===== config.mk =====
export PLATFORM = sky130hd
export DESIGN_NAME = rns_to_bin
export DESIGN_NICKNAME = d
export VERILOG_FILES = /design/src/rtl/rns_pkg.sv /design/src/rtl/rns_modmulsub.sv /design/src/rtl/rns_to_bin.sv
export SDC_FILE = /design/constraint.sdc
export NUM_CORES = 1
export LEC_CHECK = 0
export CAP_MARGIN = 20
export CORE_MARGIN = 5
export CORE_UTILIZATION = 50
export CTS_CLUSTER_SIZE = 8
export DETAILED_ROUTE_END_ITERATION = 7
export PLACE_DENSITY = 0.66
export SLEW_MARGIN = 15
export SYNTH_ARGS = -nofsm -noshare
export SYNTH_HDL_FRONTEND = slang
export SYNTH_SLANG_ARGS = --single-unit

===== constraint.sdc =====
create_clock -name clk -period 48.7 [get_ports clk]
set_input_delay 9.74 -clock clk [delete_from_list [all_inputs] [get_ports clk]]
set_output_delay 9.74 -clock clk [all_outputs]
set_load 0.02 [all_outputs]

===== src/rtl/rns_pkg.sv =====
// Shared types and constants for the RNS (233/239/241/251) to binary reverse converter:
// residue word layout, moduli, MRC step table and FSM state encoding.
package rns_pkg;

   typedef struct packed {
      logic [7:0] r3;
      logic [7:0] r2;
      logic [7:0] r1;
      logic [7:0] r0;
   } rns_t;

   localparam logic [7:0]  M0     = 8'd233;
   localparam logic [7:0]  M1     = 8'd239;
   localparam logic [7:0]  M2     = 8'd241;
   localparam logic [7:0]  M3     = 8'd251;
   localparam logic [32:0] M      = 33'd3368562317;
   localparam logic [31:0] HALF_M = 32'd1684281158;

   localparam logic [1:0] S_IDLE   = 2'd0;
   localparam logic [1:0] S_MRC    = 2'd1;
   localparam logic [1:0] S_HORNER = 2'd2;
   localparam logic [1:0] S_DONE   = 2'd3;

   typedef enum logic [1:0] {
      IDLE   = S_IDLE,
      MRC    = S_MRC,
      HORNER = S_HORNER,
      DONE   = S_DONE
   } state_t;

   typedef struct packed {
      logic [1:0] i;
      logic [1:0] j;
      logic [7:0] m;
      logic [7:0] inv;
   } mrc_step_t;

   // Digit pair, target modulus and INV[i][j] = m_i^-1 mod m_j for each MRC step
   function automatic mrc_step_t mrc_step(input logic [2:0] step);
      mrc_step_t s;
      case (step)
         3'd0:    s = '{i: 2'd0, j: 2'd1, m: M1, inv: 8'd199};
         3'd1:    s = '{i: 2'd0, j: 2'd2, m: M2, inv: 8'd30};
         3'd2:    s = '{i: 2'd0, j: 2'd3, m: M3, inv: 8'd237};
         3'd3:    s = '{i: 2'd1, j: 2'd2, m: M2, inv: 8'd120};
         3'd4:    s = '{i: 2'd1, j: 2'd3, m: M3, inv: 8'd230};
         default: s = '{i: 2'd2, j: 2'd3, m: M3, inv: 8'd25};
      endcase
      return s;
   endfunction

   function automatic logic [7:0] mod_reduce(input logic [7:0] r, input logic [7:0] m);
      return (r >= m) ? (r - m) : r;
   endfunction

endpackage


===== src/rtl/rns_modmulsub.sv =====
// Combinational ((a - b) mod m) * c mod m on 8-bit operands; requires b < m and a < m.
module rns_modmulsub (
   input  logic [7:0] a,
   input  logic [7:0] b,
   input  logic [7:0] m,
   input  logic [7:0] c,
   output logic [7:0] r
);

   logic [7:0]  diff;
   logic [15:0] prod;

   always_comb begin
      // 8-bit wrap of a-b followed by +m lands exactly on a-b+m, which is < m <= 255
      diff = a - b;
      if (a < b)
         diff = diff + m;
      prod = {8'b0, diff} * {8'b0, c};
      r    = 8'(prod % {8'b0, m});
   end

endmodule


===== src/rtl/rns_to_bin.sv =====
// Sequential mixed-radix reverse converter: one RNS word in, binary value out after 9 clocks.
// Optional macro SIGNED_OUT_EN: y is two's complement centred on zero instead of 0..M-1.
module rns_to_bin
   import rns_pkg::*;
#(
   parameter bit ERR_ZERO = 1'b1
) (
   input  logic        clk,
   input  logic        reset,
   input  logic [31:0] x_rns,
   input  logic        in_valid,
   output logic        in_ready,
   output logic [32:0] y,
   output logic        err,
   output logic        out_valid,
   input  logic        out_ready
);

   state_t     state;
   logic [2:0] cnt;
   logic [7:0] t [4];
   logic [31:0] acc;

   rns_t       x_in;
   logic       in_err;
   mrc_step_t  stp;
   logic [7:0] mrc_a;
   logic [7:0] mrc_b;
   logic [7:0] mrc_res;
   logic [31:0] horner_next;
   logic [32:0] y_conv;

   assign x_in   = x_rns;
   assign in_err = (x_in.r0 >= M0) | (x_in.r1 >= M1) | (x_in.r2 >= M2) | (x_in.r3 >= M3);

   always_comb begin
      stp   = mrc_step(cnt);
      mrc_a = t[stp.j];
      mrc_b = t[stp.i];
   end

   rns_modmulsub u_modmulsub (
      .a (mrc_a),
      .b (mrc_b),
      .m (stp.m),
      .c (stp.inv),
      .r (mrc_res)
   );

   always_comb begin
      horner_next = acc;
      case (cnt[1:0])
         2'd0:    horner_next = {24'b0, t[2]} + 32'd241 * {24'b0, t[3]};
         2'd1:    horner_next = {24'b0, t[1]} + 32'd239 * acc;
         default: horner_next = {24'b0, t[0]} + 32'd233 * acc;
      endcase
   end

`ifdef SIGNED_OUT_EN
   // Signed fold-back shares the last Horner cycle, so latency matches the unsigned build
   assign y_conv = (horner_next > HALF_M) ? ({1'b0, horner_next} - M) : {1'b0, horner_next};
`else
   assign y_conv = {1'b0, horner_next};
`endif

   always_ff @(posedge clk or posedge reset) begin
      if (reset) begin
         state     <= IDLE;
         cnt       <= '0;
         acc       <= '0;
         in_ready  <= 1'b0;
         out_valid <= 1'b0;
         err       <= 1'b0;
         y         <= '0;
         for (int unsigned k = 0; k < 4; k++)
            t[k] <= '0;
      end else begin
         unique case (state)
            IDLE: begin
               if (!in_ready) begin
                  in_ready <= 1'b1;
               end else if (in_valid) begin
                  t[0]     <= mod_reduce(x_in.r0, M0);
                  t[1]     <= mod_reduce(x_in.r1, M1);
                  t[2]     <= mod_reduce(x_in.r2, M2);
                  t[3]     <= mod_reduce(x_in.r3, M3);
                  err      <= in_err;
                  in_ready <= 1'b0;
                  cnt      <= '0;
                  state    <= MRC;
               end
            end
            MRC: begin
               t[stp.j] <= mrc_res;
               if (cnt == 3'd5) begin
                  cnt   <= '0;
                  state <= HORNER;
               end else begin
                  cnt <= cnt + 3'd1;
               end
            end
            HORNER: begin
               if (cnt == 3'd2) begin
                  y         <= (ERR_ZERO && err) ? '0 : y_conv;
                  out_valid <= 1'b1;
                  cnt       <= '0;
                  state     <= DONE;
               end else begin
                  acc <= horner_next;
                  cnt <= cnt + 3'd1;
               end
            end
            DONE: begin
               if (out_ready) begin
                  out_valid <= 1'b0;
                  in_ready  <= 1'b1;
                  state     <= IDLE;
               end
            end
         endcase
      end
   end

endmodule


==> results of run 1 <==
[worst paths after layout]
| path | from | to | slack (ns) | cells past startpoint |
|---|---|---|---|---|
| min in group asynchronous | reset | acc[26]$_DFFE_PP0P_ | 9.78 | 2 |
| min | y[4]$_DFFE_PP0P_ | y[4]$_DFFE_PP0P_ | 0.48 | 2 |
| max reg2reg | cnt[1]$_DFFE_PP0P_ | t[15]$_DFFE_PP0P_ | 21.13 | 117 |
| min reg2reg | y[4]$_DFFE_PP0P_ | y[4]$_DFFE_PP0P_ | 0.48 | 2 |
| max in group asynchronous | reset | cnt[1]$_DFFE_PP0P_ | 37.60 | 3 |
| max | cnt[1]$_DFFE_PP0P_ | t[15]$_DFFE_PP0P_ | 21.13 | 117 |
[registers in the layout, indices dropped and copies added, names as in the netlist]
register   count
in_ready       1
err            1
acc           32
t             32
state          2
out_valid      1
cnt            3
y             32
[cell families after synthesis]
| group | Yosys count |
|---|---|
| AO/OA/AOI/OAI | 557 |
| XOR/XNOR | 150 |
| flip-flops | 104 |
| multiplexers | 38 |
| adder cells (fa/ha/maj) | 538 |
| other | 1 |
| AND/OR/NAND/NOR | 571 |
| buffers and inverters | 406 |
[cell usage after synthesis (all sizes together) (7+ instances only)]
cell type    n  share of area
a211o        9         0.0038
a211oi      30          0.012
a21o        33          0.012
a21oi      126          0.031
a22o        23         0.0096
a22oi       22         0.0079
a31oi       19         0.0063
and2        12         0.0036
and3        10         0.0030
buf         19         0.0049
clkbuf      36         0.0064
dfrtp      104           0.12
fa         250           0.24
ha         287           0.17
inv        351          0.063
mux2        17         0.0095
mux2i       21          0.011
nand2      188          0.034
nand2b      29         0.0086
nand3       26         0.0064
nand4        8         0.0027
nor2       170          0.030
nor2b       27         0.0084
nor3        32         0.0079
nor4         7         0.0031
o211ai      10         0.0045
o21a        17         0.0061
o21ai      143          0.035
o21bai      30          0.011
o221ai      12         0.0053
o22ai       11         0.0033
or2         28         0.0083
or3         14         0.0042
xnor2      108          0.045
xor2        42          0.018
[worst max-delay path: cells and delay by family, from the launching register on]
family,cells,cell delay (ns)
adders and majority gates,18,6.39
muxes,1,0.43
and+or+nand+nor,37,6.34
xor gates and xnor gates,10,2.56
DFF,1,0.79
buffers and inverters,6,0.56
AOI/OAI and AO/OA,45,10.33
[layout make-up]
class / count / area share
Clock buffer: 10 / 0.0102
Sequential cell: 104 / 0.116
Timing Repair Buffer: 84 / 0.0356
Inverter: 351 / 0.0586
Tap cell: 539 / 0.0299
Multi-Input combinational cell: 1855 / 0.747
Clock inverter: 5 / 0.00289
[routing by layer]
layer,share of wire,track usage
met1,0.43,0.303
met2,0.50,0.416
met3,0.038,0.0177
met4,0.027,0.0636
met5,0,0
[per-stage QoR]
stage / setup slack, ns / area [µm²] / hold slack [ns]
final: 21.13 / 22500 / 0.478
after global routing: 18.80 / 22500 / 0.507
after CTS: 21.27 / 22500 / 0.487
after detailed placement: 21.39 / 22300 / 0.470
after global placement: 22.29 / 22200 / 0.461
after floorplan: 24.47 / 21000 / 0.478
==> run_results.csv, run 1 <==
group,metric,value,unit
clock_tree,cts_inserted_buffers,9,
synth,number_of_flops_mapped_to_enable_cells_by_yosys,0,
synth,post_synth_and_or_nand_nor_area_fraction,0.128,
route,routed_wire_length_per_instance,17.9,µm
timing,setup_repair_after_global_routing_missed_its_margin,"no",
setup_path,cp_data_required_time,48.92,ns
place,place.detailed.hpwl,44000,µm
synth,combinational_family_with_the_most_area_after_synthesis,"adder cells",
synth,synth_ff_type,"dfrtp_1",
die,initial_utilization,0.503,
die,die_w,215,µm
layout,final_net_count,2978,
die,core_region_area,41800,µm²
route,drc,0,
clock_tree,clock_latency,0.37,ns
synth,ys_warn_count,0,
clock_tree,clock-sinks,104,
die,design.die.area,46200,µm²
route,initialDrtViolationCount,939,
grt,grt_first_pass_wirelength,89200,µm
layout,share_of_post_route_cells_with_drive_strength_above_1,0.0448,
timing,final-max-slew-violation-count,0,
place,finalWeightedCongestion,0.912,
setup_path,critPathCaptureType,"flip-flop",
place,placed_cells_incl_taps,2933,
setup_path,max_stage_delay,0.79,ns
grt,grt_start_max_net_pins,64,
timing,finalClockSkew,0.0111,ns
clock_tree,clock-root-buffer,"clkbuf_16",
setup_path,crit_slowest_cell,"dfrtp_2",
synth,synth_cells,2365,
layout,final_common_cell,"inv_1",
route,avgViaCountPerCell,5.75,
timing,maxClockFrequency,36.3,MHz
synth,sequential_to_total_area_share_from_yosys_stat,0.124,
synth,synth_compound_gate_area_share,0.182,
timing,slew-limit-headroom,0.394,
grt,gr-total-overflow,0,
layout,fill_cells,3803,
layout,multi_input_area,16800,µm²
setup_path,critical_path_arrival,27.79,ns
timing,tns,0,ns
synth,syn_area_per_cell,8.88,µm²
setup_path,critical-path-top-cell-by-count,"ha_1",
timing,finalHoldViolCount,0,
die,num_rows,75,
timing,tightest_slew,0.901,ns
clock_tree,clk_path_buf_depth,2,
grt,grt_pass1_vias,17500,
setup_path,worstSetupStartpointType,"flip-flop",
synth,parity_gate_share_of_the_synthesized_area_counting_xor_and_xnor_cells,0.0625,
synth,synth_seq_cells,104,
synth,synth_fa_ha_area_frac,0.410,
clock_tree,path_clk_slew,0.08,ns
clock_tree,post_cts_resized,0,
layout,flow.area_growth_from_synthesis,7.32,%
flow_run,max_cap_violations,0,
synth,synth_area,21000,µm²
layout,final_cell_mix,"349 x inv_1, 287 x ha_1, 250 x fa_1",
clock_tree,cts-hold-fix-buffers,0,
layout,finalCoreUtilization,0.540,
synth,async_flop_share,1.00,
clock_tree,cts_htree_levels,3,
setup_path,largest_fanout_on_the_critical_path,30,
route,route.antenna.remaining_nets,0,
route,count_of_tritonroute_iterations_in_the_first_routing_pass,5,
clock_tree,post_cts_buffers,0,
setup_path,criticalPathCategory,"flip-flop to flip-flop",
layout,sequential_cell_area,2610,µm²
route,vias,16900,
grt,grt_antenna_before_repair,0,
timing,final_min_period_over_clock_period,0.566,
synth,netlist-cell-type-count,102,
min_path,min-delay-path-class,"flip-flop to flip-flop",
layout,antenna_cells,0,
die,top_level_ports,72,
layout,final_cell_count_no_fill,2948,
timing,finalWorstPathRequiredPeriod,27.57,ns
route,postRouteWirelength,52800,µm
clock_tree,clock_tree_from_tritoncts,"yes",
synth,muxShareOfSynthArea,0.0201,
outcome,status,"finished, final reports clean",
place,port-buffer-count,70,
grt,track_usage,0.232,
timing,timing.final.setup_violations,0,
die,dieHeight,215,µm
synth,syn_nets,2938,
Power of run 1 is not shown: default switching activity piles up to over one toggle a cycle in this logic, so the estimate is an artifact.
==> inputs of run 2 (changes only) <==
- clock period: 48.7 -> 28.8 ns (I/O delays scaled with it)
==> run_results.csv, run 2 (synthesis results as in run 1) <==
group,metric,value,unit
die,num_rows,75,
outcome,status,"finished, final reports clean",
route,vias,17000,
die,core_region_area,41800,µm²
layout,final_net_count,2985,
place,place.detailed.hpwl,44100,µm
die,initial_utilization,0.503,
layout,fill_cells,3848,
timing,timing.final.setup_violations,0,
setup_path,r2r_start,"cnt[2]$_DFFE_PP0P_",
die,top_level_ports,72,
setup_path,largest_fanout_on_the_critical_path,22,
layout,biggestRegsByFlops,"acc x32, t x32, y x32",
min_path,number_of_cells_on_the_worst_hold_path,2,
setup_path,cp_data_required_time,29.05,ns
setup_path,critical_path.top_delay_family,"compound AO/OA/AOI/OAI gates",
die,die_w,215,µm
grt,track_usage,0.230,
grt,grt_start_max_net_pins,64,
route,avgViaCountPerCell,5.75,
layout,finalCoreUtilization,0.542,
setup_path,rrSetupSlack,2.29,ns
setup_path,critPathCaptureType,"flip-flop",
setup_path,criticalPathCategory,"flip-flop to flip-flop",
place,port-buffer-count,70,
setup_path,critical_path_arrival,26.76,ns
clock_tree,cts-hold-fix-buffers,0,
grt,grt_antenna_before_repair,0,
timing,finalClockSkew,0.0154,ns
timing,final-max-slew-violation-count,0,
setup_path,worst-path-buf-inv,8,
route,drc,0,
min_path,worstHoldStart,"y[4]$_DFFE_PP0P_",
route,count_of_tritonroute_iterations_in_the_first_routing_pass,5,
clock_tree,cts_htree_levels,3,
flow_run,max_cap_violations,0,
die,design.die.area,46200,µm²
min_path,hold_end,"y[4]$_DFFE_PP0P_",
layout,final_common_cell,"inv_1",
clock_tree,path_clk_slew,0.08,ns
layout,flow.area_growth_from_synthesis,7.76,%
clock_tree,clk_path_buf_depth,2,
route,postRouteWirelength,53100,µm
layout,antenna_cells,0,
clock_tree,clock-root-buffer,"clkbuf_16",
timing,tightest_slew,0.871,ns
clock_tree,clock_latency,0.37,ns
grt,grt_pass1_vias,17500,
setup_path,crit_slowest_cell,"fa_1",
grt,gr-total-overflow,0,
clock_tree,cts_inserted_buffers,9,
timing,slew-limit-headroom,0.419,
setup_path,reg2reg_to,"t[2]$_DFFE_PP0P_",
grt,grt_first_pass_wirelength,88900,µm
route,route.antenna.remaining_nets,0,
clock_tree,clock_tree_from_tritoncts,"yes",
setup_path,max_stage_delay,0.56,ns
setup_path,r2r.worst_path.cells,120,
timing,finalWorstPathRequiredPeriod,26.51,ns
die,dieHeight,215,µm
setup_path,worstSetupStartpointType,"flip-flop",
route,routed_wire_length_per_instance,18.0,µm
timing,maxClockFrequency,37.7,MHz
place,finalWeightedCongestion,0.923,
layout,final_cell_mix,"349 x inv_1, 287 x ha_1, 250 x fa_1",
layout,share_of_post_route_cells_with_drive_strength_above_1,0.0505,
timing,final_min_period_over_clock_period,0.921,
clock_tree,clock-sinks,104,
timing,finalHoldViolCount,0,
setup_path,critical-path-top-cell-by-count,"ha_1",
min_path,min-delay-path-class,"flip-flop to flip-flop",
route,initialDrtViolationCount,1006,
run 2: routing by layer:
metal  GRT usage  up-vias  part of all wire
met4      0.0606        0             0.024
met3      0.0176       74             0.035
li1            -     8142                 -
met2       0.410      381              0.50
met5           0        -                 0
met1       0.305     8396              0.44
run 2: final cells by class:
| cell class | instances | area (µm²) | share of cell area |
|---|---|---|---|
| clock inverter | 5 | 63.8 | 0.00282 |
| tap | 539 | 674 | 0.0298 |
| sequential | 104 | 2610 | 0.115 |
| timing repair buffer | 91 | 856 | 0.0378 |
| multi-input combinational | 1855 | 16900 | 0.746 |
| inverter | 351 | 1320 | 0.0583 |
| clock buffer | 10 | 229 | 0.0101 |
run 2: repair_timing:
action,CTS,global route
setup endpoints to repair,0,24
resized for setup,0,10
buffers inserted,0,8
endpoints found under the hold margin,0,0
run 2: worst register-to-register path, delay by kind of cell (launching register included):
family	cells	cell delay, ns
AOI/OAI and AO/OA	50	10.43
and+or+nand+nor	36	5.95
adders and majority gates	16	5.81
xor gates and xnor gates	8	1.77
buffers and inverters	8	1.24
muxes	2	0.74
DFF	1	0.39
run 2: worst max-delay path by stage:
stage                       start  slack [ns]                 to  depth (start not counted)
2_1_floorplan  cnt[2]$_DFFE_PP0P_        4.57  t[20]$_DFFE_PP0P_                        125
3_3_place_gp   cnt[1]$_DFFE_PP0P_        2.48  t[20]$_DFFE_PP0P_                        117
3_5_place_dp   cnt[1]$_DFFE_PP0P_        1.59  t[20]$_DFFE_PP0P_                        117
4_1_cts        cnt[1]$_DFFE_PP0P_        1.41  t[20]$_DFFE_PP0P_                        117
5_1_grt        cnt[2]$_DFFE_PP0P_       -0.01   t[2]$_DFFE_PP0P_                        121
6_report       cnt[2]$_DFFE_PP0P_        2.29   t[2]$_DFFE_PP0P_                        120
run 2: per-stage QoR:
step,cell area [µm²],worst slack (ns),TNS (ns),cells,hold WS (ns)
after CTS,22500,1.41,0,2947,0.487
after global routing,22600,-0.0112,-0.0112,2955,0.505
after detailed placement,22200,1.59,0,2932,0.470
after floorplan,21000,4.57,0,2365,0.478
final,22600,2.29,0,2955,0.479
after global placement,22200,2.48,0,2931,0.461
Power of run 2 is left out for the same reason.
